--- config.mk ---
export PLATFORM = sky130hd
export DESIGN_NAME = riscv_prefetch_buffer
export DESIGN_NICKNAME = d
export VERILOG_FILES = /design/src/rtl/riscv_prefetch_buffer.sv
export SDC_FILE = /design/constraint.sdc
export NUM_CORES = 1
export LEC_CHECK = 0
export CORE_MARGIN = 2
export CORE_UTILIZATION = 49
export DETAILED_ROUTE_END_ITERATION = 7
export PLACE_DENSITY = 0.87
export SETUP_SLACK_MARGIN = 0.2
export SLEW_MARGIN = 25
export SYNTH_ARGS = -nofsm -noshare
export SYNTH_HDL_FRONTEND = slang
export SYNTH_SLANG_ARGS = --single-unit
--- constraint.sdc ---
create_clock -name clk -period 4.8 [get_ports clk]
set_input_delay 0.72 -clock clk [delete_from_list [all_inputs] [get_ports clk]]
set_output_delay 0.72 -clock clk [all_outputs]
set_load 0.01 [all_outputs]
--- src/rtl/riscv_prefetch_buffer.sv ---
`default_nettype none
// ============================================================================
// Module      : riscv_prefetch_buffer
// Description : Instruction prefetch buffer. Issues sequential fetches with at
//               most one transaction in flight and queues the responses in a
//               small FIFO for the ID stage. A branch flushes the FIFO and
//               redirects fetching; any in-flight response is dropped.
// Revision    : 1.0 - initial release
// ============================================================================
module riscv_prefetch_buffer #(
    parameter int          DEPTH     = 3,
    parameter logic [31:0] BOOT_ADDR = 32'h0000_00C0
) (
    input  logic        clk,
    input  logic        rst_n,
    input  logic        req_i,
    input  logic        branch_i,
    input  logic [31:0] branch_addr_i,
    input  logic        ready_i,
    output logic        valid_o,
    output logic [31:0] rdata_o,
    output logic [31:0] addr_o,
    output logic        instr_req_o,
    output logic [31:0] instr_addr_o,
    input  logic        instr_gnt_i,
    input  logic        instr_rvalid_i,
    input  logic [31:0] instr_rdata_i,
    output logic        busy_o
);

    // Counter width holds head + count (up to 2*DEPTH-1) without wrapping.
    localparam int             CW      = $clog2(DEPTH + 1) + 1;
    localparam int             AW      = (DEPTH > 1) ? $clog2(DEPTH) : 1;
    localparam logic [CW-1:0]  DEPTH_C = CW'(DEPTH);

    localparam logic [1:0] IDLE         = 2'd0;
    localparam logic [1:0] WAIT_GNT     = 2'd1;
    localparam logic [1:0] WAIT_RVALID  = 2'd2;
    localparam logic [1:0] WAIT_ABORTED = 2'd3;

    logic [1:0]    state_q, state_d;
    logic [31:0]   fetch_addr_q, fetch_addr_d;
    logic [31:0]   rsp_addr_q, rsp_addr_d;
    logic [CW-1:0] count_q, count_d;
    logic [CW-1:0] head_q, head_d;
    logic [31:0]   mem_rdata_q [DEPTH];
    logic [31:0]   mem_rdata_d [DEPTH];
    logic [31:0]   mem_addr_q  [DEPTH];
    logic [31:0]   mem_addr_d  [DEPTH];

    logic          can_issue, push_now, pop_now, outstanding, issue_ok, granted;
    logic [CW-1:0] count_eff, fill_lhs, fill_rhs, wr_sum, wr_idx, head_inc;
    logic [1:0]    issue_next;
    logic          unused_addr_bits;

    // The low branch target bits are dropped: fetches are word aligned.
    assign unused_addr_bits = ^branch_addr_i[1:0];

    assign valid_o      = (count_q != '0);
    assign rdata_o      = mem_rdata_q[head_q[AW-1:0]];
    assign addr_o       = mem_addr_q[head_q[AW-1:0]];
    assign instr_addr_o = fetch_addr_q;
    assign busy_o       = (state_q != IDLE) || valid_o;

    // Request generation and flow control: never commit more slots than exist.
    always_comb begin
        can_issue   = (state_q == IDLE) ||
                      (((state_q == WAIT_RVALID) || (state_q == WAIT_ABORTED)) && instr_rvalid_i);
        push_now    = (state_q == WAIT_RVALID) && instr_rvalid_i && !branch_i;
        pop_now     = valid_o && ready_i && !branch_i;
        outstanding = (state_q == WAIT_RVALID) && !instr_rvalid_i && !branch_i;
        // A branch empties the FIFO at this edge, so the slots are free again.
        count_eff   = branch_i ? '0 : count_q;
        fill_lhs    = count_eff + CW'(outstanding) + CW'(push_now);
        fill_rhs    = DEPTH_C + CW'(pop_now);
        issue_ok    = req_i && (fill_lhs < fill_rhs);
        instr_req_o = (state_q == WAIT_GNT) || (can_issue && issue_ok);
        granted     = instr_req_o && instr_gnt_i;
        issue_next  = granted     ? (branch_i ? WAIT_ABORTED : WAIT_RVALID) :
                      instr_req_o ? WAIT_GNT : IDLE;
    end

    // Fetch FSM and fetch/response address tracking.
    always_comb begin
        state_d      = state_q;
        fetch_addr_d = fetch_addr_q;
        rsp_addr_d   = rsp_addr_q;
        if (granted) begin
            fetch_addr_d = fetch_addr_q + 32'd4;
            rsp_addr_d   = fetch_addr_q;
        end
        if (branch_i) begin
            fetch_addr_d = {branch_addr_i[31:2], 2'b00};
        end
        case (state_q)
            IDLE: state_d = issue_next;
            WAIT_GNT: begin
                if (granted)                 state_d = issue_next;
                else if (branch_i && !req_i) state_d = IDLE;
            end
            WAIT_RVALID: begin
                if (instr_rvalid_i) state_d = issue_next;
                else if (branch_i)  state_d = WAIT_ABORTED;
            end
            WAIT_ABORTED: begin
                if (instr_rvalid_i) state_d = issue_next;
            end
            default: state_d = IDLE;
        endcase
    end

    // Circular FIFO: write at head+count, read at head, flush on branch.
    always_comb begin
        mem_rdata_d = mem_rdata_q;
        mem_addr_d  = mem_addr_q;
        count_d     = count_q;
        head_d      = head_q;
        wr_sum      = head_q + count_q;
        wr_idx      = (wr_sum >= DEPTH_C) ? (wr_sum - DEPTH_C) : wr_sum;
        head_inc    = head_q + CW'(1);
        if (branch_i) begin
            count_d = '0;
            head_d  = '0;
        end else begin
            if (push_now) begin
                mem_rdata_d[wr_idx[AW-1:0]] = instr_rdata_i;
                mem_addr_d[wr_idx[AW-1:0]]  = rsp_addr_q;
            end
            if (pop_now) begin
                head_d = (head_inc == DEPTH_C) ? '0 : head_inc;
            end
            count_d = count_q + CW'(push_now) - CW'(pop_now);
        end
    end

    // Control state with synchronous active-low reset.
    always_ff @(posedge clk) begin
        if (!rst_n) begin
            state_q      <= IDLE;
            fetch_addr_q <= {BOOT_ADDR[31:2], 2'b00};
            rsp_addr_q   <= '0;
            count_q      <= '0;
            head_q       <= '0;
        end else begin
            state_q      <= state_d;
            fetch_addr_q <= fetch_addr_d;
            rsp_addr_q   <= rsp_addr_d;
            count_q      <= count_d;
            head_q       <= head_d;
        end
    end

    // FIFO storage needs no reset; valid_o masks stale entries.
    always_ff @(posedge clk) begin
        mem_rdata_q <= mem_rdata_d;
        mem_addr_q  <= mem_addr_d;
    end

endmodule
`default_nettype wire
-- Word level (Yosys, flattened, before mapping)
Index checks and enable logic that the tools add are counted.
W data, S select, Z words.
- register bits: 264
- input bits: 71
- output and inout port bits: 99
- logic and storage cells: 87
- $add $sub $neg: 9
- magnitude comparators: 5
- equal/unequal tests: 7
- mux-type cells: 24
- bitwise logic cells: 4
- reduce and logical (&&, ||, !) cells: 26
- operator list (operator ; number):
    $mux W32 ; 7
    $bwmux W96 ; 2
    $bmux W32 S2 ; 2
    $demux W32 S2 ; 1
    $add A32 B3 Y32 const B ; 1
    $mux W2 ; 7
    $logic_and A1 B1 Y1 ; 12
    $add A3 B1 Y3 ; 3
    $pmux W2 S4 ; 1
    $ge A3 B3 Y1 const B ; 2
    $mux W3 ; 2
    $not A2 Y3 ; 2
    $eq A2 B2 Y1 const B ; 2
    $logic_or A1 B1 Y1 ; 4
    $reduce_bool A2 Y1 ; 2
    $add A2 B1 Y3 const A ; 1
    $add A3 B1 Y3 const B ; 1
    $add A3 B3 Y3 ; 1
    $eq A3 B2 Y1 const B ; 1
    $ge A3 B2 Y1 const B ; 1
    $logic_not A1 Y1 ; 3
    $lt A3 B1 Y1 const B ; 1
    $lt A3 B3 Y1 ; 1
    $ne A3 B2 Y1 const B ; 1
    other kinds (12) ; 14

-- Depth between registers and ports, before layout
- depth after elaboration: 13
- mapped depth: 16
- mapped depth without buffers: 15

-- Least setup slack after synthesis
No wires, ideal clock.
- kind: reg2reg
- from: register, netlist name count_q[0]
- to: register mem_addr_q[10] (netlist bit), enable pin
- setup time: 482 ps
- data arrival time: 4283 ps
- data required time: 4318 ps
- slack: 35 ps
- stages on the path, launching flop included: 9
- buffers on the path: 0
- clock period less this slack: 4765 ps
- cell sequence: dfxtp_1 ha_1 fa_1 ha_1 a21oi_1 nand2_1 nor3b_1 a31oi_1 nor2_1
- RTL lines (what ; line ; RTL):
    end signal, assigned ; 156 ; mem_addr_q <= mem_addr_d;
    end, declared ; 48 ; logic [31:0] mem_addr_q [DEPTH];

-- Final worst setup path
- from: register state_q[0]
- to: output port instr_req_o
- word-level cells in the longest chain between the ends: 9
- elaborated cells on any way between the ends: 17
- those cells by class: add/sub (2); order compare (1); eq/ne (3); reduce/logical (11)
- RTL lines (what ; line ; RTL):
    start, declared ; 41 ; logic [1:0] state_q, state_d;
    start signal, assigned ; 145 ; state_q <= state_d;
    $eq A2 B2 Y1 ; 68, 69, 71 ;
    $logic_and A1 B1 Y1 (2 in series) ; 71 ; outstanding = (state_q == WAIT_RVALID) && !instr_rvalid_i && !branch_i;
    $add A3 B1 Y3 (2 in series) ; 74 ; fill_lhs = count_eff + CW'(outstanding) + CW'(push_now);
    $lt A3 B3 Y1 ; 76 ; issue_ok = req_i && (fill_lhs < fill_rhs);
    $logic_and A1 B1 Y1 ; 76 ;
    $logic_and A1 B1 Y1 ; 77 ; instr_req_o = (state_q == WAIT_GNT) || (can_issue && issue_ok);
    $logic_or A1 B1 Y1 * ; 77 ;
    end, declared ; 23 ; output logic instr_req_o,
Mark *: on every way between the ends. The rest lies on a longest branch, timed or not.

==> impl_metrics.toml <==
[run_status]
status = "completed"

[timing]
max_freq_ghz = 0.227
setup_viol = 0
worst_slack_ns = 0.390
finalHoldViolations = 0
post-route-period-util_pct = 91.9
final.setup_skew_ns = 0.00761
slew_viol_final = 0
maxSlewHeadroom_pct = 49.9
tightest_slew_ns = 0.752
tns_ns = 0
period_minus_slack_ns = 4.41
rsz0062_at_grt = "false"

[clock_network]
clock_sinks = 254
cts_htree_levels = 1
cts_tree = "built"
cts-buffers-inserted = 26
worstSkewPairLatency_ns = 0.52
postCtsHoldBufs = 0
clockBufferDepth = 3
clk_pin_slew_ns = 0.06
root_buffer = "clkbuf_16"

[placed_design]
pre_cts_slack_ns = 0.404
postPlaceCellArea_sq_um = 12800
place_hpwl_um = 16200
io_buffers = 163
gp_congestion = 0.894
place_inst = 1306

[pwr]
ir_drop_mv = 0.264
internal_power_w = 0.00389
swShare_pct = 24.9
switchingPower_w = 0.00129
p_seq_share_pct = 48.9
pwr-share-clk_pct = 37.6
power.leakage_nw = 4.41
power_density_nw_per_um2 = 379
combPwrFrac_pct = 13.5

[route]
drt-total-wl_um = 25700
wl_met3_um = 2190
m1WireLength_um = 10900
wl_per_cell_um = 19.0
dr.pass1.iters = 6
vias_per_cell = 5.91
drt_iter0_drc = 854
num_vias = 8002
dr_wl_met2_um = 12200
topRoutingLayerUsed = "met4"
drtAntennaViolNets = 0
post-route-drc-count = 0

[finish]
diodes = 0
stdcell_count = 1355
stdcell_area_sq_um = 13600
nFillCells = 1651
drive_above_1_share_pct = 7.16
area_delta_synth_final_pct = 25.2
nets = 1143

[critical_path]
path_buf_inv = 4
crit_path_frequent_cell = "ha_1"
r2r-start = "state_q[0]"
cpPeakStageDelay_ns = 0.48
cp_cell_sequence = "inv_1 -> ha_1 -> nor2b_1 -> nand2_1 -> inv_1 -> fa_1 -> ha_1 -> xnor2_1 -> ha_1 -> nand2_1 -> or3_4 -> a31oi_4 -> inv_2 -> clkdlybuf4s50_1"
startpoint = "state_q[0]"
slowest_stage = "clkdlybuf4s50_1"
required_ns = 4.08
path_delay_family = "adder cells"
arrival_ns = 3.69
crit_cells = 14
critPathKind = "flop to output port"
crit_path_end_kind = "output port"
crit_fanout = 5
reg2reg_depth = 15
worstSetupStartpointType = "flop"

[synthesis]
synth_top_cells_by_count = "186 x edfxtp_1, 114 x o21ai_0, 92 x nand2_1"
async_flop_share_pct = 0
synth_top_flop_cell = "edfxtp_1"
ys_types = 60
yosysTopAreaCell = "edfxtp_1"
ys_seq_area_share_pct = 63.8
synthesis.area_sq_um = 10900
synth_edf_count = 186
yosysWarnings = 0
ys_ff_latch = 254
postSynthCellCount = 909
synth_area_leaders = "edfxtp_1 51%, dfxtp_1 12%, mux2i_1 5.7%"
yosysMostFrequentCell = "edfxtp_1"
synth_top_area_share_pct = 51.3
syn_area_per_cell_sq_um = 12.0

[worst_hold_path]
hold_depth = 0
hold_path_class = "flop to flop"
hold_start = "rsp_addr_q[29]"

[global_routing]
grt_pass1_wl_um = 40600
gr-total-overflow = 0
grt_pass1_vias = 7652
grtUsageTotal_pct = 21.4
grt_max_degree = 63
antenna_found_initial = 0

[flow_run]
drv_cap = 0

[floorplan]
dieArea_sq_um = 23400
die_y_um = 153
row_count = 54
start_util_pct = 49.9
io_pins = 170
chipWidth_um = 153
core_sq_um = 21800
[final timing paths]
path	end	slack [ns]
worst min register to register	mem_addr_q[93]	0.47
worst max register to register	instr_addr_o[26]	0.99
worst max-delay path	instr_req_o	0.39
worst min-delay path	mem_addr_q[93]	0.47
[area by class of cell]
cell class	count	area [sq um]	area share [%]
Clock buffer	36	719	5.27
Clock inverter	12	113	0.826
Inverter	19	71.3	0.523
Multi-Input combinational cell	572	3630	26.6
Sequential cell	254	6960	51.0
Tap cell	280	350	2.57
Timing Repair Buffer	182	1800	13.2
[metal layers]
layer  GRT usage, %  vias up
met3           3.60       47
li1               -     3725
met4           5.56        0
met1           29.5     3840
met5              0        -
met2           35.4      390
[state kept, by name, indices dropped and copies added (netlist names)]
register      cells
mem_addr_q       90
mem_rdata_q      96
state_q           2
count_q           3
rsp_addr_q       30
instr_addr_o     30
head_q            3
[power by group through the flow]
stage | Combinational (W) | Clock (W) | Sequential, W
6_report | 0.000698 | 0.00195 | 0.00253
5_1_grt | 0.000754 | 0.00208 | 0.00254
4_1_cts | 0.000686 | 0.00198 | 0.00253
3_5_place_dp | 0.000684 | 0 | 0.00257
3_3_place_gp | 0.000665 | 0 | 0.00256
2_1_floorplan | 0.000396 | 0 | 0.00255
[cell families (layout without fill, tap and decap cells)]
logic type	after synthesis	count (layout)	share of synthesized area [%]
AO/OA/AOI/OAI	213	213	11.8
XOR/XNOR	6	6	0.609
adder cells (fa/ha/maj)	17	17	2.16
buffers and inverters	86	249	3.31
flip-flops	254	254	63.8
multiplexers	62	62	5.70
other	1	4	0.0344
AND/OR/NAND/NOR	270	270	12.7
[layout by cell type, fill, tap and decap left out, types with 3 or more instances in the layout]
master,n
edfxtp_1,186
clkdlybuf4s50_1,163
o21ai_0,114
nand2_1,92
dfxtp_1,65
mux2i_1,62
nand3_1,50
a21oi_1,36
clkbuf_16,27
nor2_1,19
nand4_1,19
o31ai_1,17
nor4_1,17
buf_4,17
inv_1,15
ha_1,14
a31oi_1,12
and3_1,12
nor3_1,11
nor3b_1,10
nor2b_1,9
clkbuf_1,8
or3_1,6
and4_1,5
or4_1,5
clkinv_2,5
clkinv_1,4
xnor2_1,4
nor2_4,4
conb_1,4
inv_2,3
nand2b_1,3
and2_1,3
a211o_1,3
a41o_1,3
a32oi_1,3
a311oi_1,3
fa_1,3
[through the flow]
step	util (%)	hold slack, ns	power (W)
after CTS	62.4	0.477	0.00520
final	62.5	0.474	0.00517
after detailed placement	58.6	0.463	0.00326
after global placement	58.6	0.444	0.00323
after global routing	62.5	0.494	0.00537
after floorplan	-	0.437	0.00295
[what timing repair did]
item	4_1_cts	5_1_grt
gates resized for setup	0	2
setup buffers	0	1
endpoints found under the hold margin	0	0
setup endpoints to repair	0	1
Note: power is estimated with default switching activity, not from simulation.
